### src/rtl/sys_pkg.sv
// Shared definitions for the SPI-controlled system block: command codes,
// command FSM state encoding, response constants and the response-byte helper.
package sys_pkg;

  localparam int unsigned BYTE_W = 8;
  localparam int unsigned CFG_W  = 32;
  localparam int unsigned LEN_W  = 24;
  localparam int unsigned JOY_W  = 12;

  localparam logic [7:0] CMD_ID    = 8'h01;
  localparam logic [7:0] CMD_CFG   = 8'h02;
  localparam logic [7:0] CMD_OVL   = 8'h03;
  localparam logic [7:0] CMD_COLOR = 8'h04;
  localparam logic [7:0] CMD_JOY1  = 8'h05;
  localparam logic [7:0] CMD_JOY2  = 8'h06;
  localparam logic [7:0] CMD_ROM   = 8'h07;

  localparam logic [7:0] RESP_M = 8'h4D;
  localparam logic [7:0] RESP_C = 8'h43;

  typedef enum logic [2:0] {
    ST_IDLE,
    ST_ARGS,
    ST_RESP,
    ST_ROM_LEN,
    ST_ROM_DATA,
    ST_DONE
  } state_t;

  // Response byte number idx (0 = first byte after the command) for cmd.
  function automatic logic [7:0] resp_byte(input logic [7:0]       cmd,
                                           input logic [2:0]       idx,
                                           input logic [7:0]       core_id,
                                           input logic [JOY_W-1:0] joy);
    logic [7:0] b;
    b = 8'h00;
    case (cmd)
      CMD_ID: begin
        case (idx)
          3'd0:    b = RESP_M;
          3'd1:    b = RESP_C;
          3'd2:    b = core_id;
          default: b = 8'h00;
        endcase
      end
      CMD_JOY1, CMD_JOY2: begin
        case (idx)
          3'd0:    b = {4'h0, joy[11:8]};
          3'd1:    b = joy[7:0];
          default: b = 8'h00;
        endcase
      end
      default: b = 8'h00;
    endcase
    return b;
  endfunction

endpackage

### src/rtl/spi_slave.sv
// SPI mode-0 byte shifter, MSB first, oversampled in the clk domain.
// Ports: clk/reset; cs_n/sck/mosi raw SPI pins; tx_byte next byte to send
// (loaded the cycle after done); active = selected and armed; rx_byte/done
// received byte with one-cycle strobe; miso = tx shifter MSB.
module spi_slave
  import sys_pkg::*;
(
  input  logic              clk,
  input  logic              reset,
  input  logic              cs_n,
  input  logic              sck,
  input  logic              mosi,
  input  logic [BYTE_W-1:0] tx_byte,
  output logic              active,
  output logic [BYTE_W-1:0] rx_byte,
  output logic              done,
  output logic              miso
);

  logic [1:0]        cs_sync;
  logic [1:0]        sck_sync;
  logic [1:0]        mosi_sync;
  logic              sck_prev;
  logic              settled;
  logic              armed;
  logic [2:0]        bit_cnt;
  logic [6:0]        rx_sr;
  logic [BYTE_W-1:0] tx_sr;
  logic              rise_c;

  assign rise_c = sck_sync[1] & ~sck_prev;
  assign active = armed & ~cs_sync[1];
  assign miso   = tx_sr[7];

  // Synchronizers, edge detect and shift registers.
  // armed only sets once a genuine CS-high has passed the synchronizer after
  // reset, so a transaction interrupted by reset cannot resume mid-frame.
  always_ff @(posedge clk or posedge reset) begin
    if (reset) begin
      cs_sync   <= 2'b11;
      sck_sync  <= 2'b00;
      mosi_sync <= 2'b00;
      sck_prev  <= 1'b0;
      settled   <= 1'b0;
      armed     <= 1'b0;
      bit_cnt   <= 3'd0;
      rx_sr     <= 7'd0;
      tx_sr     <= 8'd0;
      rx_byte   <= 8'd0;
      done      <= 1'b0;
    end else begin
      cs_sync   <= {cs_sync[0], cs_n};
      sck_sync  <= {sck_sync[0], sck};
      mosi_sync <= {mosi_sync[0], mosi};
      sck_prev  <= sck_sync[1];
      settled   <= 1'b1;
      done      <= 1'b0;
      if (settled && (cs_sync == 2'b11)) armed <= 1'b1;
      if (!active) begin
        bit_cnt <= 3'd0;
        tx_sr   <= 8'd0;
      end else begin
        if (done)        tx_sr <= tx_byte;
        else if (rise_c) tx_sr <= {tx_sr[6:0], 1'b0};
        if (rise_c) begin
          rx_sr   <= {rx_sr[5:0], mosi_sync[1]};
          bit_cnt <= bit_cnt + 3'd1;
          if (bit_cnt == 3'd7) begin
            rx_byte <= {rx_sr, mosi_sync[1]};
            done    <= 1'b1;
          end
        end
      end
    end
  end

endmodule

### src/rtl/sys.sv
// SPI command block: decodes command bytes from spi_slave and maintains the
// configuration, overlay, joystick-readback and ROM-download registers.
// Ports: clk/reset; sspi_* SPI slave pins; overlay/overlay_color overlay
// control (overlay_x/y unused); joy1/joy2 joystick inputs; core_config
// configuration word; rom_loading/rom_do/rom_do_valid ROM byte stream.
module sys
  import sys_pkg::*;
#(
  parameter int unsigned FREQ    = 21_477_000,
  parameter logic [7:0]  CORE_ID = 8'd1
) (
  input  logic              clk,
  input  logic              reset,
  input  logic              sspi_cs,
  input  logic              sspi_clk,
  input  logic              sspi_mosi,
  output logic              sspi_miso,
  output logic              overlay,
  input  logic [7:0]        overlay_x,
  input  logic [7:0]        overlay_y,
  output logic [14:0]       overlay_color,
  input  logic [JOY_W-1:0]  joy1,
  input  logic [JOY_W-1:0]  joy2,
  output logic [CFG_W-1:0]  core_config,
  output logic              rom_loading,
  output logic [BYTE_W-1:0] rom_do,
  output logic              rom_do_valid
);

  logic              active;
  logic [BYTE_W-1:0] rx_byte;
  logic              done;
  logic [BYTE_W-1:0] tx_byte_c;

  state_t            state, state_n;
  logic [7:0]        cmd, cmd_n;
  logic [1:0]        cnt, cnt_n;
  logic [LEN_W-1:0]  arg, arg_n;
  logic [LEN_W-1:0]  rom_cnt, rom_cnt_n;
  logic [2:0]        idx, idx_n;
  logic [JOY_W-1:0]  joy, joy_n;
  logic [CFG_W-1:0]  core_config_n;
  logic              overlay_n;
  logic [14:0]       overlay_color_n;
  logic              rom_loading_n;
  logic [BYTE_W-1:0] rom_do_n;
  logic              rom_do_valid_n;
  logic [LEN_W-1:0]  arg_shift_c;
  logic [JOY_W-1:0]  joy_dec_c;

  logic unused;
  assign unused = ^{overlay_x, overlay_y, 32'(FREQ)};

  spi_slave u_spi (
    .clk     (clk),
    .reset   (reset),
    .cs_n    (sspi_cs),
    .sck     (sspi_clk),
    .mosi    (sspi_mosi),
    .tx_byte (tx_byte_c),
    .active  (active),
    .rx_byte (rx_byte),
    .done    (done),
    .miso    (sspi_miso)
  );

  assign arg_shift_c = {arg[15:0], rx_byte};
  assign joy_dec_c   = (rx_byte == CMD_JOY2) ? joy2 : joy1;

  // State and register update.
  always_ff @(posedge clk or posedge reset) begin
    if (reset) begin
      state         <= ST_IDLE;
      cmd           <= 8'd0;
      cnt           <= 2'd0;
      arg           <= '0;
      rom_cnt       <= '0;
      idx           <= 3'd0;
      joy           <= '0;
      core_config   <= '0;
      overlay       <= 1'b0;
      overlay_color <= 15'd0;
      rom_loading   <= 1'b0;
      rom_do        <= 8'd0;
      rom_do_valid  <= 1'b0;
    end else begin
      state         <= state_n;
      cmd           <= cmd_n;
      cnt           <= cnt_n;
      arg           <= arg_n;
      rom_cnt       <= rom_cnt_n;
      idx           <= idx_n;
      joy           <= joy_n;
      core_config   <= core_config_n;
      overlay       <= overlay_n;
      overlay_color <= overlay_color_n;
      rom_loading   <= rom_loading_n;
      rom_do        <= rom_do_n;
      rom_do_valid  <= rom_do_valid_n;
    end
  end

  // Command FSM. tx_byte_c is only consumed by spi_slave on the cycle done is
  // high, so it is computed from the pre-transition state.
  always_comb begin
    state_n         = state;
    cmd_n           = cmd;
    cnt_n           = cnt;
    arg_n           = arg;
    rom_cnt_n       = rom_cnt;
    idx_n           = idx;
    joy_n           = joy;
    core_config_n   = core_config;
    overlay_n       = overlay;
    overlay_color_n = overlay_color;
    rom_loading_n   = rom_loading;
    rom_do_n        = rom_do;
    rom_do_valid_n  = 1'b0;
    tx_byte_c       = 8'h00;

    if (!active) begin
      state_n       = ST_IDLE;
      cnt_n         = 2'd0;
      idx_n         = 3'd0;
      rom_cnt_n     = '0;
      rom_loading_n = 1'b0;
    end else begin
      case (state)
        ST_IDLE: begin
          if (done) begin
            cmd_n     = rx_byte;
            arg_n     = '0;
            idx_n     = 3'd1;
            joy_n     = joy_dec_c;
            tx_byte_c = resp_byte(rx_byte, 3'd0, CORE_ID, joy_dec_c);
            case (rx_byte)
              CMD_ID, CMD_JOY1, CMD_JOY2: state_n = ST_RESP;
              CMD_CFG:   begin state_n = ST_ARGS; cnt_n = 2'd3; end
              CMD_OVL:   begin state_n = ST_ARGS; cnt_n = 2'd0; end
              CMD_COLOR: begin state_n = ST_ARGS; cnt_n = 2'd1; end
              CMD_ROM: begin
                state_n       = ST_ROM_LEN;
                cnt_n         = 2'd2;
                rom_loading_n = 1'b1;
              end
              default:   begin state_n = ST_ARGS; cnt_n = 2'd0; end
            endcase
          end
        end
        ST_ARGS: begin
          if (done) begin
            arg_n = arg_shift_c;
            if (cnt == 2'd0) begin
              state_n = ST_DONE;
              case (cmd)
                CMD_CFG:   core_config_n   = {arg, rx_byte};
                CMD_OVL:   overlay_n       = rx_byte[0];
                CMD_COLOR: overlay_color_n = {arg[6:0], rx_byte};
                default:   ;
              endcase
            end else begin
              cnt_n = cnt - 2'd1;
            end
          end
        end
        ST_RESP: begin
          if (done) begin
            tx_byte_c = resp_byte(cmd, idx, CORE_ID, joy);
            if (idx != 3'd7) idx_n = idx + 3'd1;
          end
        end
        ST_ROM_LEN: begin
          if (done) begin
            arg_n = arg_shift_c;
            if (cnt == 2'd0) begin
              if (arg_shift_c == '0) begin
                state_n       = ST_DONE;
                rom_loading_n = 1'b0;
              end else begin
                state_n   = ST_ROM_DATA;
                rom_cnt_n = arg_shift_c;
              end
            end else begin
              cnt_n = cnt - 2'd1;
            end
          end
        end
        ST_ROM_DATA: begin
          // Stays one cycle past the last strobe so rom_loading drops after it.
          if (rom_cnt == '0) begin
            state_n       = ST_DONE;
            rom_loading_n = 1'b0;
          end else if (done) begin
            rom_do_n       = rx_byte;
            rom_do_valid_n = 1'b1;
            rom_cnt_n      = rom_cnt - 24'd1;
          end
        end
        ST_DONE: ;
        default: state_n = ST_IDLE;
      endcase
    end
  end

endmodule

### config.mk
export PLATFORM = sky130hd
export DESIGN_NAME = sys
export DESIGN_NICKNAME = d
export VERILOG_FILES = /design/src/rtl/sys_pkg.sv /design/src/rtl/spi_slave.sv /design/src/rtl/sys.sv
export SDC_FILE = /design/constraint.sdc
export NUM_CORES = 1
export LEC_CHECK = 0
export ABC_AREA = 1
export CAP_MARGIN = 40
export CORE_UTILIZATION = 50
export DETAILED_ROUTE_END_ITERATION = 7
export PLACE_DENSITY = 0.8
export SLEW_MARGIN = 10
export SYNTH_ARGS = -nofsm -noshare
export SYNTH_HDL_FRONTEND = slang
export SYNTH_SLANG_ARGS = --single-unit
### constraint.sdc
create_clock -name clk -period 5.8 [get_ports clk]
set_input_delay 0.58 -clock clk [delete_from_list [all_inputs] [get_ports clk]]
set_output_delay 0.58 -clock clk [all_outputs]
set_load 0.02 [all_outputs]
==> results list <==
- GRT Total Usage: 25.3%
- Top-level I/O count: 104
* Sum Neg Setup Slack: 0 ns
* Unrepaired setup endpoints after global routing: no
* Post-synthesis compound-gate area fraction: 12.6%
- Maximum number of buffers from clock root to sink: 2
- Commonest cells after routing, fill and taps aside: sky130_fd_sc_hd__nand2_1, sky130_fd_sc_hd__dfrtp_1, sky130_fd_sc_hd__nor2_1, sky130_fd_sc_hd__inv_1, sky130_fd_sc_hd__clkdlybuf4s50_1
- The number of cells on the worst reg-to-reg path is 7.
- Family of cells with the greatest summed delay on the critical path: simple AND/OR/NAND/NOR gates
- The startpoint identified for the worst hold timing path is u_spi.sck_sync[0].
- Dividing the detail-routed via count by the number of cells gives 5.30.
- In the final routed layout, each cell accounts on average for 15.2 um.
- Die height: 129 um
- Static timing analysis puts the maximum clock frequency at 436 MHz.
- Reg-to-reg startpoint: u_spi.cs_sync[1]
- Detailed placement ended at an HPWL of 13.6 mm.
* Most frequently used flop master after synthesis: sky130_fd_sc_hd__dfrtp_1
- Together, buffers and inverters on the worst path number 1.
- Share of synthesized area spent on multiplexers: 0.140%
* Layout Skew: 0.00809 ns
- At the worst endpoint, the arrival time is 2.63 ns.
- Nature of the critical path endpoint: register
* Grt total ovfl: 0
- Clock latency on the worst-skew pair: 0.43 ns
* Via count of the first global-routing pass: 6756
- Run status: complete, no violations
- Setup violations remaining at the end of the flow were counted as 0.
- STA classifies the critical path startpoint as a register.
- Crit-path cells: nor2_4, inv_2, nor2_4, nand2_1, nand3_2, nand2_1, o21ai_1
* Syn_area_per_cell: 8.08 sq um
* Clock-pin slew reported for the worst setup and hold paths after clock tree synthesis: 0.07 ns
- Max Fanout on Critical Path: 25
- Cells resized by post-CTS repair: 0
* Simple logic cell fraction of the synthesized area: 24.7%
- Highest cell delay on the worst timing path: 0.43 ns
- Leakage power figure: 0.00461 uW
* Final slew viol count: 0
- The pre-antenna-repair detailed-routing pass consisted of 5 iterations.
- Summing the areas of all fa, ha and maj instances in the mapped netlist gives 1.55% of the synthesized area.
- The routed design could run at a clock period as short as 2.29 ns.
* Endpoint of the worst hold path: u_spi.sck_sync[1]
- Buffers added to address setup during post-CTS repair amount to 0.
* Kind of critical path: register to register
- Cts-stage hold buffer count: 0
* Endpoint of the worst register-to-register path: rom_cnt[6]
* Combinational family with the most area after synthesis: simple AND/OR/NAND/NOR gates
* Power density over the cells: 365 nW/um^2
- Data required time at the worst endpoint: 6.14 ns
- Net count after synthesis: 1052
- Count of unresolved DRC violations after routing: 0
- The design draws 3550 uW.
* Via count of the routed design: 6946
* Area of the core: 15800 sq um
* Instance count on the critical path: 7
* Wire length of the first global-routing pass: 32.7 mm
- Transition time of the tightest slew-check pin: 0.863 ns
- GPL Wtd Cong: 0.924
- Synthesized-area fraction occupied by xor and xnor cells: 1.63%
* Reg-to-reg slack, setup: 3.51 ns
- Yosys printed 0 warnings.
- Layout overhead on the synthesized area: 20.9%
- Clock root cell: sky130_fd_sc_hd__clkbuf_16
- Entering global routing, the biggest net connects 71 pins.
- Summing every instance area after synthesis gives 8050 sq um.
* FP Rows: 46
- Total clock buffers created by CTS: 17
- Clock tree from TritonCTS: done
- The final critical path takes up 39.5% of the cycle.
- Input and output buffers added on the ports amount to 87.
- Across the VDD grid, the largest voltage drop is 0.235 mV.
* Max cap viols: 0
- Summed over all layers, the routed wires come to 19.9 mm.
- Net count, final: 1137
- The repair_antennas step left the layout with diodes totalling 0.
* Leading cell type in the layout, fill and taps excluded: sky130_fd_sc_hd__nand2_1
- Post-route antenna net violation count: 0
- Hold path depth: 0
- Measured along the x axis, the die boundary spans 129 um.
* Async set or reset register ratio after synthesis: 100%
* Total number of H-tree levels: 4
- Antenna violations before repair: 0
- The floorplan step defined a die boundary enclosing 16600 sq um.
* Worst hold path type: register to register
- The cell count after synthesis came out at 997.
- Among all stages on the critical path, the largest delay is contributed by sky130_fd_sc_hd__nor2_4.
- Starting density of the core: 50.9%
- After synthesis, the netlist uses 36 different library cells.
- Number of synthesized flops with an enable pin: 0
* Clock sink count: 170
- Headroom to the max-slew limit came out at 42.0%.
- After synthesis the netlist holds a flip-flop and latch count of 170.
- Initial detailed-routing violation count: 572
- In the final layout, the share of cells above drive strength 1 is 6.21%.
* Final Hold Vio Count: 0
- Summing the sequential cell areas from Yosys gives 52.9% of the chip area.
-- registers in the layout, summed over array words and instances, names as in the netlist, 7 cells and up --
register,cells
cmd,8
u_spi.tx_sr,8
core_config,32
u_spi.rx_sr,7
rom_cnt,24
arg,24
u_spi.rx_byte,8
rom_do,8
joy,12
overlay_color,15
-- worst max-delay path by stage --
stage,startpoint,end
2_1_floorplan,reset,arg[0]
3_3_place_gp,u_spi.cs_sync[1],overlay_color[11]
3_5_place_dp,reset,arg[19]
4_1_cts,u_spi.cs_sync[1],joy[1]
5_1_grt,u_spi.cs_sync[1],joy[3]
6_report,u_spi.cs_sync[1],rom_cnt[6]
-- logic make-up after synthesis --
group                    count (synthesis)
AND/OR/NAND/NOR                        483
AO/OA/AOI/OAI                          187
flip-flops                             170
buffers and inverters                  130
XOR/XNOR                                15
adder cells (fa/ha/maj)                 10
other                                    1
multiplexers                             1
-- synthesized netlist by cell type, types with 7 or more instances --
cell,n,area (sq um)
sky130_fd_sc_hd__nand3_1,41,205
sky130_fd_sc_hd__nor2_1,101,379
sky130_fd_sc_hd__a21oi_1,17,85.1
sky130_fd_sc_hd__ha_1,10,125
sky130_fd_sc_hd__o22ai_1,36,225
sky130_fd_sc_hd__clkbuf_1,12,45.0
sky130_fd_sc_hd__o21ai_0,70,350
sky130_fd_sc_hd__dfrtp_1,168,4200
sky130_fd_sc_hd__inv_2,7,26.3
sky130_fd_sc_hd__inv_1,92,345
sky130_fd_sc_hd__o21ai_1,51,255
sky130_fd_sc_hd__xor2_1,8,70.1
sky130_fd_sc_hd__xnor2_1,7,61.3
sky130_fd_sc_hd__nand2_1,306,1150
sky130_fd_sc_hd__nand4_1,11,68.8
sky130_fd_sc_hd__buf_2,13,65.1
-- layer usage --
metal / share of wire [%] / track usage, % / vias up
met1: 44 / 32.5 / 3337
met4: 2.5 / 10.2 / 0
met5: 0 / 0 / -
met3: 5.2 / 6.07 / 35
met2: 48 / 41.5 / 176
li1: - / - / 3398
-- per-stage QoR --
stage | hold slack (ns) | instances | instance area (sq um) | util [%] | worst slack, ns
5_1_grt | 0.370 | 1311 | 9740 | 61.5 | 3.31
2_1_floorplan | 0.331 | 997 | 8050 | - | 0.620
6_report | 0.357 | 1311 | 9740 | 61.5 | 3.51
3_3_place_gp | 0.334 | 1275 | 9090 | 57.4 | 3.33
3_5_place_dp | 0.341 | 1279 | 9140 | 57.7 | 3.41
4_1_cts | 0.358 | 1311 | 9740 | 61.5 | 3.51
-- power by group --
group	total [uW]	internal (uW)	switching, uW	leakage (uW)
clock network	1150	641	507	0.000287
registers	1330	1260	68.9	0.00228
logic	1080	391	684	0.00204
-- area by class of cell --
cell class,count,area (sq um)
fillers,1298,6090
flip-flops and latches,170,4260
multi-input cells,697,3280
repair buffers,95,950
clock buffers,20,467
inverters,101,384
well taps,216,270
clock inverters,12,129
(Power assumes the default switching activity.)
